**config.mk**
```make
export PLATFORM = sky130hd
export DESIGN_NAME = prog_loader
export DESIGN_NICKNAME = d
export VERILOG_FILES = /design/src/rtl/prog_loader.sv
export SDC_FILE = /design/constraint.sdc
export NUM_CORES = 1
export LEC_CHECK = 0
export BUFFER_PORTS_ARGS = -buffer_cell sky130_fd_sc_hd__buf_2
export CORE_MARGIN = 2
export CORE_UTILIZATION = 40
export CTS_BUF_LIST = sky130_fd_sc_hd__clkbuf_8 sky130_fd_sc_hd__clkbuf_16
export CTS_CLUSTER_DIAMETER = 200
export DETAILED_ROUTE_END_ITERATION = 10
export GPL_TIMING_DRIVEN = 0
export PLACE_DENSITY = 0.61
export SLEW_MARGIN = 25
export SYNTH_ARGS = -nofsm -noshare
export SYNTH_HDL_FRONTEND = slang
export SYNTH_SLANG_ARGS = --single-unit
```
**constraint.sdc**
```tcl
create_clock -name clk -period 2.2 [get_ports clk]
set_input_delay 0.44 -clock clk [delete_from_list [all_inputs] [get_ports clk]]
set_output_delay 0.44 -clock clk [all_outputs]
set_load 0.02 [all_outputs]
```
**src/rtl/prog_loader.sv**
```systemverilog
// Serial program-memory loader: parses framed UART bytes into 14-bit words for the PIC program store.
// Optional inter-byte timeout is built only when LOADER_TIMEOUT_EN is defined.
module prog_loader #(
    parameter logic [7:0]  SYNC_BYTE      = 8'h55,
    parameter logic [23:0] TIMEOUT_CYCLES = 24'd500000
) (
    input  logic        clk,
    input  logic        rst_n,
    input  logic [7:0]  rx_data,
    input  logic        rx_valid,
    output logic        pm_we,
    output logic [10:0] pm_addr,
    output logic [13:0] pm_wdata,
    output logic        cpu_hold,
    output logic        busy,
    output logic        load_done,
    output logic        load_err
);

    typedef enum logic [2:0] {
        StIdle,
        StAddrH,
        StAddrL,
        StCntH,
        StCntL,
        StDatH,
        StDatL,
        StChk
    } state_e;

    state_e      state_q, state_d;
    logic [7:0]  chk_q, chk_d;
    logic [10:0] addr_q, addr_d;
    logic [11:0] cnt_q, cnt_d;
    logic [5:0]  dat_h_q, dat_h_d;
    logic        pm_we_q, pm_we_d;
    logic [10:0] pm_addr_q, pm_addr_d;
    logic [13:0] pm_wdata_q, pm_wdata_d;
    logic        hold_q, hold_d;
    logic        done_q, done_d;
    logic        err_q, err_d;

    logic [7:0]  chk_sum;
    logic [11:0] word_cnt;
    logic        fmt_err;

`ifdef LOADER_TIMEOUT_EN
    logic [23:0] tmo_q, tmo_d;
`else
    logic        unused_timeout;
    assign unused_timeout = ^TIMEOUT_CYCLES;
`endif

    assign chk_sum  = chk_q + rx_data;
    assign word_cnt = {cnt_q[11:8], rx_data};

    always_comb begin
        state_d    = state_q;
        chk_d      = chk_q;
        addr_d     = addr_q;
        cnt_d      = cnt_q;
        dat_h_d    = dat_h_q;
        pm_we_d    = 1'b0;
        pm_addr_d  = pm_addr_q;
        pm_wdata_d = pm_wdata_q;
        hold_d     = hold_q;
        done_d     = 1'b0;
        err_d      = err_q;
        fmt_err    = 1'b0;

        if (rx_valid) begin
            // Every byte after SYNC, including CHK, feeds the running sum.
            if (state_q != StIdle) begin
                chk_d = chk_sum;
            end
            case (state_q)
                StIdle: begin
                    if (rx_data == SYNC_BYTE) begin
                        state_d = StAddrH;
                        chk_d   = 8'h00;
                        err_d   = 1'b0;
                        hold_d  = 1'b1;
                    end
                end
                StAddrH: begin
                    if (|rx_data[7:3]) begin
                        fmt_err = 1'b1;
                    end else begin
                        addr_d[10:8] = rx_data[2:0];
                        state_d      = StAddrL;
                    end
                end
                StAddrL: begin
                    addr_d[7:0] = rx_data;
                    state_d     = StCntH;
                end
                StCntH: begin
                    if (|rx_data[7:4]) begin
                        fmt_err = 1'b1;
                    end else begin
                        cnt_d   = {rx_data[3:0], 8'h00};
                        state_d = StCntL;
                    end
                end
                StCntL: begin
                    if (word_cnt > 12'd2048) begin
                        fmt_err = 1'b1;
                    end else begin
                        cnt_d   = word_cnt;
                        state_d = (word_cnt == 12'd0) ? StChk : StDatH;
                    end
                end
                StDatH: begin
                    if (|rx_data[7:6]) begin
                        fmt_err = 1'b1;
                    end else begin
                        dat_h_d = rx_data[5:0];
                        state_d = StDatL;
                    end
                end
                StDatL: begin
                    pm_we_d    = 1'b1;
                    pm_addr_d  = addr_q;
                    pm_wdata_d = {dat_h_q, rx_data};
                    addr_d     = addr_q + 11'd1;
                    cnt_d      = cnt_q - 12'd1;
                    state_d    = (cnt_q == 12'd1) ? StChk : StDatH;
                end
                StChk: begin
                    if (chk_sum == 8'h00) begin
                        done_d = 1'b1;
                        hold_d = 1'b0;
                    end else begin
                        err_d = 1'b1;
                    end
                    state_d = StIdle;
                end
                default: state_d = StIdle;
            endcase

            // Reserved bits set: abandon the frame, CPU stays held.
            if (fmt_err) begin
                state_d = StIdle;
                err_d   = 1'b1;
            end
        end

`ifdef LOADER_TIMEOUT_EN
        if ((state_q == StIdle) || rx_valid) begin
            tmo_d = 24'd0;
        end else begin
            tmo_d = tmo_q + 24'd1;
        end
        if ((state_q != StIdle) && !rx_valid && ((tmo_q + 24'd1) == TIMEOUT_CYCLES)) begin
            state_d = StIdle;
            err_d   = 1'b1;
            tmo_d   = 24'd0;
        end
`endif
    end

    always_ff @(posedge clk or negedge rst_n) begin
        if (!rst_n) begin
            state_q    <= StIdle;
            chk_q      <= 8'h00;
            addr_q     <= 11'h000;
            cnt_q      <= 12'h000;
            dat_h_q    <= 6'h00;
            pm_we_q    <= 1'b0;
            pm_addr_q  <= 11'h000;
            pm_wdata_q <= 14'h0000;
            hold_q     <= 1'b0;
            done_q     <= 1'b0;
            err_q      <= 1'b0;
        end else begin
            state_q    <= state_d;
            chk_q      <= chk_d;
            addr_q     <= addr_d;
            cnt_q      <= cnt_d;
            dat_h_q    <= dat_h_d;
            pm_we_q    <= pm_we_d;
            pm_addr_q  <= pm_addr_d;
            pm_wdata_q <= pm_wdata_d;
            hold_q     <= hold_d;
            done_q     <= done_d;
            err_q      <= err_d;
        end
    end

`ifdef LOADER_TIMEOUT_EN
    always_ff @(posedge clk or negedge rst_n) begin
        if (!rst_n) begin
            tmo_q <= 24'd0;
        end else begin
            tmo_q <= tmo_d;
        end
    end
`endif

    assign pm_we     = pm_we_q;
    assign pm_addr   = pm_addr_q;
    assign pm_wdata  = pm_wdata_q;
    assign cpu_hold  = hold_q;
    assign busy      = (state_q != StIdle);
    assign load_done = done_q;
    assign load_err  = err_q;

endmodule

```
Word-level counts from Yosys, hierarchy flattened
Index checks and enable logic that the tools add are counted.
{ "word_totals": {"ff_bits": 69, "inputBits": 11, "wordCells": 97, "output_inout_bits": 30} }
{ "op_classes": {"n_addsub": 3, "order_cmp": 1, "eq_ne": 20, "bitwise": 2, "reduce_logical": 22, "muxes": 36} }
{ "op_table": {"columns": ["cell", "n"], "rows": [
  ["case mux 12 bit (3 select lines)", 1],
  ["two-way mux 8 bit", 4],
  ["case mux 3 bit (8 select lines)", 1],
  ["two-way mux 3 bit", 7],
  ["inequality test 3 bit (second input constant)", 6],
  ["case mux 8 bit (2 select lines)", 1],
  ["AND reduction 4 bit", 4],
  ["two-way mux 1 bit", 15],
  ["equality test 12 x 1 -> 1 bit (second input constant)", 1],
  ["equality test 3 bit (second input constant)", 4],
  ["> comparator 12 bit (second input constant)", 1],
  ["logical NOT 12 bit", 1],
  ["two-way mux 12 bit", 1],
  ["subtractor 12 x 1 -> 12 bit (second input constant)", 1],
  ["adder 11 x 1 -> 11 bit (second input constant)", 1],
  ["inequality test 2 bit (second input constant)", 5],
  ["nonzero test 3 bit", 3],
  ["adder 8 bit", 1],
  ["equality test 8 x 7 -> 1 bit (second input constant)", 1],
  ["logical NOT 8 bit", 1],
  ["nonzero test 2 bit", 4],
  ["equality test 3 x 2 -> 1 bit (second input constant)", 2],
  ["case mux 3 bit (2 select lines)", 1],
  ["AND reduction 3 bit", 2],
  ["other kinds (11)", 15]
]} }

Logic depth before layout (Yosys ltp)
Gate-level depths: netlist of run 1.
{ "logic_depth": {"word_depth": 6, "depth_mapped": 8, "mapped_depth_nobuf": 8} }

Least setup slack after synthesis of run 1
OpenSTA, ideal clock, no wires.
{ "synth_timing": {"kind": "input -> register", "start": "in rx_data[0]", "end": "reg err_q, in the netlist load_err", "n_path_buf": 0, "t_arrival_ps": 2075, "setup_slack_ps": 4, "t_required_ps": 2079, "cell_stages": 8, "setup_time_ps": 121, "path_cell_list": "ha_1 -> fa_1 -> a21o_1 -> a21oi_1 -> xnor2_1 -> nor4_1 -> nand3_1 -> a22o_1"} }
{ "synth_via": {"elab_chain_cells": 6, "elab_cells_between_ends": 12, "cone_classes": "1 x add/sub; 1 x order compare; 3 x eq/ne; 4 x mux; 3 x reduce/logical"} }
{ "synth_rtl": {"columns": ["item", "line_no", "rtl"], "rows": [
  ["from (decl)", "9", "input logic [7:0] rx_data,"],
  ["> comparator 12 bit", "106", "if (word_cnt > 12'd2048) begin"],
  ["two-way mux 1 bit", "106", null],
  ["case mux 1 bit (4 select lines)", "76", "case (state_q)"],
  ["two-way mux 1 bit", "71", "if (rx_valid) begin"],
  ["inequality test 3 bit (no line) / nonzero test 3 bit (equally long branches)", null, null],
  ["AND reduction 4 bit (no line)", null, null],
  ["to (signal assigned)", "186", "err_q <= err_d;"],
  ["to (decl)", "41", "logic err_q, err_d;"]
]} }
Several ways; a longest one is shown, not always the timed one. The select of a mux whose other input is x is not followed.
A chain may end at the register's enable or synchronous reset.

Final worst setup path of run 1
{ "layout_timing": {"start": "reg chk_q[0]", "end": "reg err_q, in the netlist load_err"} }
{ "layout_via": {"elab_chain_cells": 4} }
{ "layout_rtl": {"columns": ["item", "line_no", "rtl"], "rows": [
  ["from (decl)", "32", "logic [7:0] chk_q, chk_d;"],
  ["from (signal assigned)", "177", "chk_q <= chk_d;"],
  ["adder 8 bit", "54", "assign chk_sum = chk_q + rx_data;"],
  ["logical NOT 8 bit", "130", "if (chk_sum == 8'h00) begin"],
  ["inequality test 3 bit (no line)", null, null],
  ["AND reduction 4 bit (no line)", null, null]
]} }
Every way passes these cells.

==> key figures, run 1 <==
STA
  – Tightest Pin Transition: 0.572 ns
  – Fin crit period: 2.21 ns
  – Final setup viols: 1
  – Setup TNS: -0.00544 ns
  – Setup ws final: -0.00544 ns
  – Slew margin rel.: 61.7%
  – Layout Skew: 0.00945 ns
  – Final Max Tran Viols: 0
  – Maximum clock rate: 453 MHz
  – Final period util: 100%
  – RSZ-0062 raised after global routing: true
  – Hold Fails Final Rpt: 0

Min path
  – Worst min path class: primary input to async pin

Status
  – Status: finished with violations
  – Failing checks: setup timing

Place
  – PortBufs: 39
  – Final HPWL DP: 6070 um
  – RePlAce Congestion: between 0.8 and 0.9

Clock tree
  – Number of buffers created by CTS: 9
  – CTS Sinks: 69
  – CTS tree: built
  – Clock Latency Late Sink: 0.35 ns
  – Maximum root-to-sink buffer count: 2
  – H-tree Lvls: 3
  – CTS clk-pin slew, worst paths: ~0.08 ns
  – CTS root buf: clkbuf_8
  – Hold-fix buffers, CTS: 0

GRT
  – Gr usage total: 18.3%
  – Antenna violations before repair: 0
  – Vias in the first global route: 2856
  – Total congestion overflow: 0
  – Largest net degree at the start of global routing: 42
  – First-pass GRT wire length: 14200 um

Final layout
  – Share of layout cells above drive strength 1: 30.6%
  – Area of the multi-input gates: between 1500 and 2000 um^2
  – Number of fill cells: 801
  – N_diodes: 0
  – Fin nets: 432
  – Seq. cell area: 1730 um^2
  – Area Overhead vs Synth: 18.7%

Yosys
  – Cell variety after synth: 60
  – Post-synthesis sequential area ratio: 47.0%
  – Post-synthesis compound-gate area fraction: 18.0%
  – Simple-Gate Fraction of Synth Area: 16.4%
  – Syn Std Cell Area: 3670 um^2
  – Post-synth ARST share: 100%
  – Multiplexer share of the synthesized area: approximately a tenth
  – Main combinational cell family by area after synthesis: compound AO/OA/AOI/OAI gates
  – Yosys Warn Count: 0
  – Syn avg cell area: 10.4 um^2
  – Synth Instances: 353
  – XOR/XNOR share of the synthesized area: 1.91%
  – Synth Area in Adders: approximately 4.0%
  – Syn nets: 375
  – Yosys reg bits: just under 70
  – Top_reg_cell synth: dfrtp_1
  – EDFF count, synth: 0

Detailed routing
  – TritonRoute pass-1 iters: 4
  – Vias post-DR: ~3000
  – Drt total wl: 8880 um
  – DR iter-0 viols: between 150 and 200
  – ANT nets after route: 0
  – Avg WL per Cell: roughly 17 um
  – Routed vias/inst: 5.66
  – DRC: 0

Floorplan
  – Core footprint: a little under 9000 um^2
  – Row cnt: 34
  – Starting density of the core: 41.7%
  – Io pins: 41
  – Vert. Die Dim: 99.8 um
  – Die footprint: 9960 um^2
  – Die W: around 100 um

Critical path
  – WP data required: around 2.4 ns
  – Worst EP arrival: 2.44 ns
  – Worst Setup Start Kind: flip-flop
  – WS Path Type: flip-flop to flip-flop
  – Worst-path fanout max: 3
  – Crit end category: flip-flop

Power
  – LEAKAGE: 2.01 nW
  – Power Dens Cells: 1390 nW/um^2
  – Overall power: 6.07 mW
  – VDD IR-drop max: 0.678 mV

Job
  – Max-Cap Viols: 0
[state kept, by name (all words and copies together) (netlist names)]
| name | flops |
|---|---|
| addr_q | 11 |
| chk_q | 8 |
| cnt_q | 12 |
| cpu_hold | 1 |
| dat_h_q | 6 |
| load_done | 1 |
| load_err | 1 |
| pm_addr | 11 |
| pm_wdata | 14 |
| pm_we | 1 |
| state_q | 3 |
[Yosys cell counts (2+ instances only)]
master / count / area (um^2)
xor2_1: 4 / 35.0
clkbuf_1: 4 / 15.0
a211oi_1: 2 / 15.0
o21ai_0: 25 / 125
nor3_1: 4 / 20.0
buf_4: 2 / 15.0
nor4_1: 3 / 18.8
inv_1: 7 / 26.3
o221ai_1: 2 / 17.5
buf_2: 9 / 45.0
o21bai_1: 3 / 22.5
mux2i_1: 2 / 20.0
nand3_1: 10 / 50.1
nor2_1: 20 / 75.1
o31a_1: 2 / 17.5
nor2b_1: 2 / 12.5
xnor2_1: 4 / 35.0
a21o_1: 5 / 37.5
o31ai_1: 2 / 15.0
a32oi_1: 4 / 35.0
dfrtp_1: 69 / 1730
mux2_2: 29 / 327
and4_1: 3 / 26.3
o21a_1: 2 / 15.0
nand2_1: 33 / 124
nor4b_2: 2 / 30.0
o22ai_1: 4 / 25.0
a21oi_1: 29 / 145
a31oi_1: 3 / 18.8
a22o_1: 6 / 52.6
ha_1: 10 / 125
nor3b_2: 2 / 25.0
nand2b_1: 5 / 31.3
and2_1: 4 / 25.0
o21ai_1: 7 / 35.0
nor3b_1: 2 / 15.0
and3_1: 4 / 25.0
[kinds of logic after synthesis]
group,Yosys count
buf+inv,23
flops,69
mux,32
xor+xnor,8
simple gates,107
fa+ha+maj,11
compound gates,103
[cells in the final DEF, fill, tap and decap left out, types with 9 or more instances in the layout]
cell      synthesis  final
a21oi_1          29     28
o21ai_0          25     25
nand2_1          33     33
mux2_2           29     29
clkbuf_8          0     11
ha_1             10      9
buf_2             9     47
nor2_1           20     19
buf_4             2      9
dfrtp_1          69     69
nand3_1          10      9
[area by class of cell]
| type | count | share of cell area (%) |
|---|---|---|
| Sequential cell | 69 | 39.6 |
| Buffer | 16 | 1.98 |
| Clock buffer | 11 | 3.47 |
| Inverter | 7 | 0.603 |
| Clock inverter | 5 | 1.89 |
| Timing Repair Buffer | 46 | 6.03 |
| Multi-Input combinational cell | 261 | 43.3 |
| Tap cell | 108 | 3.10 |
[per-stage QoR]
step	utilization (%)	setup WS, ns	cell area, um^2	hold slack [ns]	cells
6_report	49.5	-0.00544	4360	0.00328	523
5_1_grt	49.5	-0.0821	4360	0.0308	523
4_1_cts	48.9	-0.0430	4310	0.0142	520
3_5_place_dp	45.7	-0.443	4030	0.395	501
3_3_place_gp	45.5	-0.402	4000	0.466	500
2_1_floorplan	-	0.00384	3670	0.144	353
[critical path, cell delays in order, from the launching register on]
cell	delay, ns
dfrtp_1	0.41
ha_4	0.18
fa_2	0.37
a21o_1	0.18
a21oi_2	0.17
xnor2_2	0.11
nor4_2	0.33
nand3_2	0.13
a22o_1	0.22
[metal layers]
layer	track usage, %	vias up	routed length, um
met5	0	-	0
met4	5.69	0	119
met3	4.11	13	487
met2	30.3	83	4190
met1	24.2	1456	4080
li1	-	1408	-
[final timing paths]
path                                  start      endpoint  slack, ns  depth (start not counted)
worst max-delay path               chk_q[0]      load_err     -0.005                          8
worst min-delay path                  rst_n         pm_we      0.003                          1
worst max register to register     chk_q[0]      load_err     -0.005                          8
worst min register to register  pm_addr[10]   pm_addr[10]       0.48                          2
max in group asynchronous             rst_n  pm_wdata[12]       1.64                          2
min in group clk                pm_addr[10]   pm_addr[10]       0.48                          2
[report_power, final]
group | internal [mW] | total (mW) | switching [mW] | leakage (nW)
registers | 1.83 | 2.24 | 0.408 | 0.879
clock network | 0.700 | 1.20 | 0.498 | 0.108
logic | 1.15 | 2.63 | 1.48 | 1.02
total | 3.69 | 6.07 | 2.38 | 2.01
[what timing repair did]
| action | in CTS | in global routing |
|---|---|---|
| cloned | 0 | 0 |
| endpoints found under the setup margin | 3 | 3 |
| gates resized for setup | 5 | 6 |
| pin swaps | 7 | 8 |
| setup buffers | 3 | 3 |
Note: power is estimated with default switching activity, not from simulation.
==> inputs of run 2 (changes only) <==
- PLACE_DENSITY: 0.61 -> not set
- PLACE_DENSITY_LB_ADDON: not set -> 0.25
==> run 2 against run 1 <==
The flow now finishes without violations. Clock power shrank 11%. Flip-flop and latch count did not move. Sequential share of layout area is 0.56 points higher. Hold slack about the same. Via count is 2.1% lower. Critical path type unchanged.
==> key figures, run 2 (synthesized netlist as in run 1, its figures left out) <==
Clock tree
  – Clock Latency Late Sink: 0.35 ns (about the same)
  – CTS root buf: clkbuf_8
  – CTS tree: built
  – Maximum root-to-sink buffer count: 2 (unchanged)
  – Number of buffers created by CTS: 9 (unchanged)
  – CTS Sinks: 69 (unchanged)
  – H-tree Lvls: 3 (unchanged)
  – CTS clk-pin slew, worst paths: 0.08 ns (about the same)

Final layout
  – Share of layout cells above drive strength 1: 29.3% (-1.3 points)
  – Final Util: 48.8% (-0.70 points)
  – N_diodes: 0 (unchanged)
  – Area of the multi-input gates: 1880 um^2 (-0.66%)
  – Area Overhead vs Synth: 17.1%
  – Fin nets: 430 (-0.46%)
  – Most frequent cells in the layout: dfrtp_1 (69), buf_2 (47), nand2_1 (33)
  – Most common library cell in the layout ignoring fill and taps: dfrtp_1
  – Max reg flops: 14 (unchanged)
  – Number of fill cells: 811 (+1.2%)
  – Non-Filler Instances: 521 (-0.38%)
  – Seq. cell area: 1730 um^2 (unchanged)

Detailed routing
  – Detailed-routing wirelength on met1: 4130 um (+1.1%)
  – Highest metal used: met4
  – WL met3: 425 um (-13%)
  – Avg WL per Cell: 16.8 um (-1.2%)
  – Routed vias/inst: 5.56 (-1.7%)
  – Vias post-DR: 2898 (-2.1%)
  – Metal2 WL: 4020 um (-4.0%)
  – TritonRoute pass-1 iters: 4 (unchanged)
  – Drt total wl: 8740 um (-1.6%)
  – ANT nets after route: 0 (unchanged)
  – DRC: 0 (unchanged)
  – DR iter-0 viols: 191 (+19%)

GRT
  – Gr usage total: 18.7% (+0.33 points)
  – Vias in the first global route: 2861 (+0.18%)
  – Total congestion overflow: 0 (unchanged)
  – Largest net degree at the start of global routing: 41 (-2.4%)
  – Antenna violations before repair: 0 (unchanged)
  – First-pass GRT wire length: 14500 um (+1.8%)

Floorplan
  – Die footprint: 9960 um^2 (unchanged)
  – Row cnt: 34 (unchanged)
  – Starting density of the core: 41.7% (unchanged)
  – Vert. Die Dim: 99.8 um (unchanged)
  – Core footprint: 8810 um^2 (unchanged)
  – Io pins: 41 (unchanged)
  – Die W: 99.8 um (unchanged)

Status
  – Status: complete, no violations

Critical path
  – Top cell family by delay on the critical path: compound AO/OA/AOI/OAI gates
  – Worst path cell trace: ha_4 -> fa_2 -> a21o_1 -> a21oi_2 -> xnor2_2 -> nor4_2 -> nand3_1 -> a22o_1
  – Worst EP arrival: 2.39 ns (-0.05 ns)
  – Slowest cell on crit path: dfrtp_1
  – Crit end category: flip-flop
  – Worst Path Buf+Inv: 0 (unchanged)
  – WS Path Type: flip-flop to flip-flop
  – Reg2reg setup slack: 0.05 ns (+0.05 ns)
  – Crit-path max cell delay: 0.41 ns (about the same)
  – Reg2reg start: chk_q[0]
  – RR Endpoint: load_err
  – Worst R2R Path Depth: 8 (unchanged)
  – Worst Setup Start Kind: flip-flop
  – WP data required: 2.44 ns (about the same)
  – Worst path depth: 8 (unchanged)
  – Worst-path fanout max: 3 (unchanged)

STA
  – RSZ-0062 raised after global routing: true
  – Hold Fails Final Rpt: 0 (unchanged)
  – Fin crit period: 2.15 ns (-0.0513 ns)
  – Setup TNS: 0 ns (+0.00544 ns)
  – Final Max Tran Viols: 0 (unchanged)
  – Maximum clock rate: 464 MHz (+2.4%)
  – Final period util: 97.9% (-2.3 points)
  – Layout Skew: 0.0132 ns (+0.00378 ns)
  – Hold_ws: 0.00315 ns (-0.000129 ns)
  – Slew margin rel.: 61.0% (-0.73 points)
  – Setup ws final: 0.0458 ns (+0.0513 ns)
  – Tightest Pin Transition: 0.583 ns (+0.0109 ns)
  – Final setup viols: 0 (-1)

Power
  – Power Dens Cells: 1370 nW/um^2 (-1.3%)
  – LEAKAGE: 1.99 nW (-0.86%)
  – VDD IR-drop max: 0.645 mV (-4.8%)

Place
  – PortBufs: 39 (unchanged)
  – DP Cell Count: 501 (unchanged)
  – Final HPWL DP: 6060 um (-0.17%)
  – RePlAce Congestion: 0.863 (+3.4%)
  – Dpl ws: -0.440 ns (+0.00267 ns)

Job
  – Max-Cap Viols: 0 (unchanged)

Min path
  – Worst min path class: primary input to async pin
run 2: where the power goes:
part | switching, mW | leakage (nW) | internal (mW) | total [mW]
clock | 0.517 | 0.100 | 0.552 | 1.07
combinational | 1.45 | 1.01 | 1.14 | 2.59
sequential | 0.414 | 0.879 | 1.83 | 2.24
total | 2.38 | 1.99 | 3.52 | 5.91
run 2: worst max-delay path by stage:
stage / to / slack (ns) / startpoint
2_1_floorplan: load_err / 0.004 / rx_data[0]
3_3_place_gp: load_err / -0.40 / rx_data[0]
3_5_place_dp: load_err / -0.44 / rx_data[0]
4_1_cts: load_err / 0.003 / chk_q[0]
5_1_grt: load_err / -0.11 / chk_q[0]
6_report: load_err / 0.05 / chk_q[0]
run 2: what timing repair did:
action / 4_1_cts / 5_1_grt
setup endpoints to repair: 3 / 3
hold endpoints to repair: 0 / 0
pin swaps: 6 / 7
setup buffers: 2 / 2
hold buffers: 0 / 0
gates resized for setup: 6 / 2
run 2: layout make-up:
class                   instances  share of cell area [%]
clock inverters                 6                    1.46
multi-input cells             261                    43.7
clock buffers                  10                    3.20
plain buffers                  16                    2.01
inverters                       7                   0.611
flip-flops and latches         69                    40.2
repair buffers                 44                    5.76
well taps                     108                    3.14
run 2: worst register-to-register path, cell delays in order (launching register included):
cell	delay, ns
dfrtp_1	0.41
ha_4	0.18
fa_2	0.36
a21o_1	0.18
a21oi_2	0.18
xnor2_2	0.10
nor4_2	0.27
nand3_1	0.15
a22o_1	0.22
run 2: per-layer routing:
layer / up-vias / GRT usage [%]
met5: - / 0
met4: 0 / 7.06
met3: 17 / 4.39
met2: 84 / 29.6
met1: 1391 / 25.0
li1: 1406 / -
run 2: metrics by stage:
stage	area (um^2)	power [mW]
finish	4300	5.91
global route	4300	6.33
CTS	4270	5.87
detailed placement	4030	4.71
global placement	4000	4.63
floorplan	3670	4.01
